[src/rtl/rbcp_reg_slave.sv]
// rbcp_reg_slave: RBCP local-bus responder for the SiTCP register protocol.
// Decodes a window of 2*DEPTH bytes starting at BASE_ADDR: the lower DEPTH
// bytes are read/write control registers, the upper DEPTH bytes return the
// read-only STATUS_IN bytes. ACK is issued 1+ACK_DELAY cycles after a strobe.
// Optional build macro: RBCP_REG_SLAVE_STATUS_SYNC_EN adds a two-flop
// synchronizer on STATUS_IN ahead of read sampling.
module rbcp_reg_slave #(
    parameter logic [31:0]        BASE_ADDR = 32'h0000_0000,
    parameter int                 DEPTH     = 16,
    parameter int                 ACK_DELAY = 0,
    parameter logic [8*DEPTH-1:0] RST_VALUE = {DEPTH{8'h00}}
) (
    input  logic                 CLK,
    input  logic                 RST,
    input  logic                 RBCP_ACT,
    input  logic [31:0]          RBCP_ADDR,
    input  logic                 RBCP_WE,
    input  logic [7:0]           RBCP_WD,
    input  logic                 RBCP_RE,
    output logic                 RBCP_ACK,
    output logic [7:0]           RBCP_RD,
    output logic [8*DEPTH-1:0]   REG_OUT,
    output logic [DEPTH-1:0]     WR_PULSE,
    input  logic [8*DEPTH-1:0]   STATUS_IN,
    output logic [7:0]           DROP_CNT
);

    typedef enum logic [1:0] {
        ST_IDLE = 2'd0,
        ST_WAIT = 2'd1,
        ST_ACK  = 2'd2
    } state_t;

    localparam logic [31:0] CTRL_LIM = 32'(DEPTH);
    localparam logic [31:0] WIN_LIM  = 32'(2 * DEPTH);
    localparam logic [3:0]  CNT_LOAD = (ACK_DELAY > 0) ? 4'(ACK_DELAY - 1) : 4'd0;

    state_t               state_r;
    logic [3:0]           cnt_r;
    logic                 ack_r;
    logic [7:0]           rd_r;
    logic [7:0]           hold_r;
    logic [8*DEPTH-1:0]   reg_r;
    logic [DEPTH-1:0]     wr_pulse_r;
    logic [7:0]           drop_r;

    logic [31:0]          off_s;
    logic                 hit_s;
    logic                 ctrl_s;
    logic                 strobe_s;
    logic                 accept_s;
    logic                 busy_s;
    logic [7:0]           rd_data_s;
    logic [8*DEPTH-1:0]   status_s;

`ifdef RBCP_REG_SLAVE_STATUS_SYNC_EN
    logic [8*DEPTH-1:0]   status_meta_r;
    logic [8*DEPTH-1:0]   status_sync_r;

    // Two-flop synchronizer bringing STATUS_IN into the CLK domain.
    always_ff @(posedge CLK) begin
        if (RST) begin
            status_meta_r <= {(8*DEPTH){1'b0}};
            status_sync_r <= {(8*DEPTH){1'b0}};
        end else begin
            status_meta_r <= STATUS_IN;
            status_sync_r <= status_meta_r;
        end
    end

    assign status_s = status_sync_r;
`else
    assign status_s = STATUS_IN;
`endif

    // Address decode and read-data selection for the byte addressed this cycle.
    always_comb begin
        off_s     = RBCP_ADDR - BASE_ADDR;
        hit_s     = (off_s < WIN_LIM);
        ctrl_s    = (off_s < CTRL_LIM);
        strobe_s  = RBCP_WE | RBCP_RE;
        busy_s    = (state_r != ST_IDLE);
        accept_s  = (state_r == ST_IDLE) && strobe_s && hit_s;
        rd_data_s = 8'h00;
        if (RBCP_WE) begin
            // A write (including WE+RE together) returns zero read data.
            rd_data_s = 8'h00;
        end else begin
            for (int i = 0; i < DEPTH; i++) begin
                rd_data_s = rd_data_s | ((off_s == 32'(i)) ? reg_r[8*i +: 8] : 8'h00);
                rd_data_s = rd_data_s | ((off_s == 32'(DEPTH + i)) ? status_s[8*i +: 8] : 8'h00);
            end
        end
    end

    // Handshake FSM: accept in IDLE, optional delay in WAIT, one-cycle ACK.
    always_ff @(posedge CLK) begin
        if (RST) begin
            state_r <= ST_IDLE;
            cnt_r   <= 4'd0;
            ack_r   <= 1'b0;
            rd_r    <= 8'h00;
            hold_r  <= 8'h00;
        end else begin
            ack_r <= 1'b0;
            rd_r  <= 8'h00;
            case (state_r)
                ST_IDLE: begin
                    if (accept_s) begin
                        hold_r <= rd_data_s;
                        if (ACK_DELAY == 0) begin
                            state_r <= ST_ACK;
                            ack_r   <= 1'b1;
                            rd_r    <= rd_data_s;
                        end else begin
                            state_r <= ST_WAIT;
                            cnt_r   <= CNT_LOAD;
                        end
                    end else begin
                        state_r <= ST_IDLE;
                    end
                end
                ST_WAIT: begin
                    if (!RBCP_ACT) begin
                        // Master gave up: abandon silently.
                        state_r <= ST_IDLE;
                        cnt_r   <= 4'd0;
                    end else if (cnt_r == 4'd0) begin
                        state_r <= ST_ACK;
                        ack_r   <= 1'b1;
                        rd_r    <= hold_r;
                    end else begin
                        cnt_r <= cnt_r - 4'd1;
                    end
                end
                ST_ACK: begin
                    state_r <= ST_IDLE;
                end
                default: begin
                    state_r <= ST_IDLE;
                    cnt_r   <= 4'd0;
                end
            endcase
        end
    end

    // Control register bank and the per-byte write pulse.
    always_ff @(posedge CLK) begin
        if (RST) begin
            reg_r      <= RST_VALUE;
            wr_pulse_r <= {DEPTH{1'b0}};
        end else begin
            wr_pulse_r <= {DEPTH{1'b0}};
            if (accept_s && RBCP_WE && ctrl_s) begin
                for (int i = 0; i < DEPTH; i++) begin
                    if (off_s == 32'(i)) begin
                        reg_r[8*i +: 8] <= RBCP_WD;
                        wr_pulse_r[i]   <= 1'b1;
                    end
                end
            end
        end
    end

    // Saturating count of in-window strobes that arrive while busy.
    always_ff @(posedge CLK) begin
        if (RST) begin
            drop_r <= 8'h00;
        end else if (busy_s && strobe_s && hit_s && (drop_r != 8'hFF)) begin
            drop_r <= drop_r + 8'd1;
        end else begin
            drop_r <= drop_r;
        end
    end

    assign RBCP_ACK = ack_r;
    assign RBCP_RD  = rd_r;
    assign REG_OUT  = reg_r;
    assign WR_PULSE = wr_pulse_r;
    assign DROP_CNT = drop_r;

endmodule

[config.mk]
export PLATFORM = sky130hd
export DESIGN_NAME = rbcp_reg_slave
export DESIGN_NICKNAME = d
export VERILOG_FILES = /design/src/rtl/rbcp_reg_slave.sv
export SDC_FILE = /design/constraint.sdc
export NUM_CORES = 1
export LEC_CHECK = 0
export BUFFER_PORTS_ARGS = -buffer_cell sky130_fd_sc_hd__clkbuf_2
export CAP_MARGIN = 40
export CORE_ASPECT_RATIO = 1.2
export CORE_MARGIN = 3
export CORE_UTILIZATION = 54
export CTS_BUF_LIST = sky130_fd_sc_hd__clkbuf_8
export CTS_CLUSTER_SIZE = 40
export DETAILED_ROUTE_END_ITERATION = 10
export PLACE_DENSITY_LB_ADDON = 0.12
export SYNTH_ARGS = -nofsm -noshare
export SYNTH_HDL_FRONTEND = slang
export SYNTH_SLANG_ARGS = --single-unit
export TNS_END_PERCENT = 20
[constraint.sdc]
create_clock -name CLK -period 3.8 [get_ports CLK]
set_input_delay 0.38 -clock CLK [delete_from_list [all_inputs] [get_ports CLK]]
set_output_delay 0.38 -clock CLK [all_outputs]
set_load 0.005 [all_outputs]
==> impl_metrics.tcl <==
set metrics [dict create \
    status "finished, final reports clean" \
    rr_worst_depth 5 \
    grt_pass1_vias 7892 \
    grtUsageTotal 0.3383 \
    finalClockSkew_ns 0.008649 \
    synth_cells 850 \
    drtPass1Iterations 5 \
    row_count 49 \
    hold_violations 0 \
    drt_iter0_drc 590 \
    timing.rr.start "RBCP_ACK" \
    vias_per_cell 5.848 \
    cts_hold_buf 0 \
    drt_wl_total_mm 29.56 \
    synthMuxAreaShare 0.2315 \
    postSynthAreaPerCell_um2 9.765 \
    ys_warn_count 0 \
    synth-simple-area-share 0.2238 \
    maxCapViolations 0 \
    syn_to_final_growth_pct 26.61 \
    synth_area_mm2 0.008300 \
    finalMaxSlewViolations 0 \
    finalSetupViolations 0 \
    rsz0062_at_grt "false" \
    initial_core_util 0.5526 \
    cts_max_level 4 \
    synth_fp_nets 1024 \
    nFillCells 1254 \
    synth_ff_type "dfxtp_1" \
    place_ws_ns 0.8317 \
    r2r_end "REG_OUT[48]" \
    final_common_cell "clkbuf_2" \
    drc 0 \
    cp.required_ns 4.11 \
    hold_end "RBCP_ACK" \
    drive_gt1_frac 0.3786 \
    post_cts_resized 0 \
    async_reset_ff_frac 0 \
    core_mm2 0.01502 \
    die_x_um 119.2 \
    tightest_slew_ns 0.8544 \
    grt_antenna_before_repair 1 \
    p_leak_nw 4.932 \
    cts_tree "built" \
    setup-tns-final_ns 0 \
    cts_setup_buffers 0 \
    fin_crit_ns 2.547 \
    fmax_mhz 392.6 \
    synth_compound_area_frac 0.1161 \
    path_class "in -> reg" \
    reg2reg_setup_slack_ns 1.70 \
    synth_seq_cells 161 \
    crit_path_max_incr_delay_ns 0.69 \
    dpl.hpwl_mm 22.40 \
    gp_congestion 0.9104 \
    seq_area_frac_synth 0.3883 \
    grt_pass1_wl_mm 44.24 \
    grt_max_degree 82 \
    final_nets 1331 \
    overflow 0 \
    cts_buffer_depth 2 \
    finalCritPeriodShare 0.6703 \
    portBuffers 332 \
    synth-edff-count 0 \
    final_antenna_net_count 0 \
    slowest_stage "nor2_1" \
    ys_types 53 \
    vias 8035 \
    wl_per_cell_um 21.51 \
    final_cell_mix "331 x clkbuf_2, 161 x dfxtp_1, 138 x mux2i_1" \
    start_kind "primary input" \
    min_path_type "in -> reg" \
    min_from "RBCP_WE" \
    vdd.ir_drop.worst_mv 0.2658 \
    synth_top_family_by_area "multiplexers" \
    worstPathArrival_ns 2.86 \
    clock_latency_ns 0.46 \
    io-pin-count 334 \
    cts-root-buf "clkbuf_8" \
    worstPathMaxFanout 29 \
    endpoint_kind "flip-flop" \
    diodes 0 \
    clk_pin_slew_ns 0.08 \
    slew_headroom 0.4304 \
    cts_num_sinks 161 \
    die_y_um 141.8 \
    numCtsBuffers 17 \
    worstPathCellList "clkbuf_2 > nand2b_1 > nor2_1 > nand2_1 > mux2i_1" \
    power_density_mw_per_mm2 316.5 \
    setup_ws_ns 1.253 \
    synthAdderAreaFrac 0.001507 \
    holdPathStages 3 \
    dieArea_mm2 0.01690 \
    synth_xor_area_frac 0.004221 \
]
## per-layer routing
| layer | up-vias | track usage | part of all wire |
|---|---|---|---|
| met5 | - | 0 | 0.00030 |
| met4 | 2 | 0.1605 | 0.045 |
| met3 | 82 | 0.09131 | 0.085 |
| met2 | 401 | 0.5603 | 0.48 |
| met1 | 3823 | 0.4085 | 0.39 |
| li1 | 3727 | - | - |
## critical path: cells and delay by family
family	cells	cell delay (ns)
mux	1	0.23
buf+inv	1	0.48
simple gates	3	1.73
## cell type report
type / count / area, µm² / share of cell area
clock buffer: 17 / 234.0 / 0.02226
clock inverter: 15 / 168.9 / 0.01607
inverter: 4 / 15.01 / 0.001429
multi-input combinational: 622 / 4808 / 0.4576
sequential: 161 / 3223 / 0.3067
tap: 204 / 255.2 / 0.02429
timing repair buffer: 351 / 1804 / 0.1717
## cells in the mapped netlist (all sizes together), types with 2 or more instances
cell,instances,area (µm²)
a21oi,9,45.04
a221oi,40,350.3
a22o,24,210.2
a22oi,17,127.6
a31oi,14,87.58
and2,3,18.77
and3,4,25.02
buf,23,121.4
clkbuf,40,150.1
dfxtp,161,3223
inv,4,15.01
mux2,32,360.4
mux2i,138,1381
mux4,8,180.2
nand2,47,176.4
nand2b,110,688.2
nand3,16,90.09
nand4,3,31.28
nor2,66,247.7
nor2b,10,62.56
nor3,11,71.32
nor3b,12,90.09
nor4,26,260.3
nor4b,2,23.77
o21ai,2,10.01
o31a,2,17.52
o41a,6,67.56
or3,2,12.51
xnor2,4,35.03
## kinds of logic (layout without fill, tap and decap cells)
family	after synthesis	after routing
XOR/XNOR	4	4
AND/OR/NAND/NOR	319	319
AO/OA/AOI/OAI	120	120
multiplexers	178	178
flip-flops	161	161
adder cells (fa/ha/maj)	1	1
buffers and inverters	67	387
## how the worst max path moves through the flow
| stage | from | to | slack [ns] | depth (start not counted) |
|---|---|---|---|---|
| after floorplan | RBCP_ADDR[11] | REG_OUT[56] | 1.72 | 6 |
| after global placement | RBCP_ADDR[1] | REG_OUT[77] | 0.87 | 5 |
| after detailed placement | RBCP_ADDR[1] | REG_OUT[73] | 0.83 | 5 |
| after CTS | RBCP_ADDR[1] | REG_OUT[72] | 1.31 | 5 |
| after global routing | RBCP_ADDR[1] | REG_OUT[73] | 1.15 | 5 |
| final | RBCP_ADDR[1] | REG_OUT[73] | 1.25 | 5 |
## stage by stage
stage | instance area [µm²] | std cells | hold slack [ns] | total power, mW | utilization
CTS | 10510 | 1374 | 0.1927 | 3.335 | 0.6996
floorplan | 8300 | 850 | 0.4732 | 1.910 | -
global route | 10510 | 1374 | 0.2146 | 3.434 | 0.6996
global placement | 10100 | 1341 | 0.4730 | 2.066 | 0.6725
finish | 10510 | 1374 | 0.2135 | 3.326 | 0.6996
detailed placement | 10110 | 1342 | 0.4840 | 2.069 | 0.6728
## flip-flops by register name, indices dropped and copies added, names as in the netlist
| signal | count |
|---|---|
| WR_PULSE | 16 |
| RBCP_ACK | 1 |
| RBCP_RD | 8 |
| DROP_CNT | 8 |
| REG_OUT | 128 |
## power breakdown
group / switching, mW / leakage, nW / internal, mW
Combinational: 0.199 / 3.43 / 0.152
Sequential: 0.000000000398 / 1.30 / 1.69
Clock: 0.645 / 0.207 / 0.645
Total: 0.844 / 4.93 / 2.48
Power figures use the tool's default switching activity.
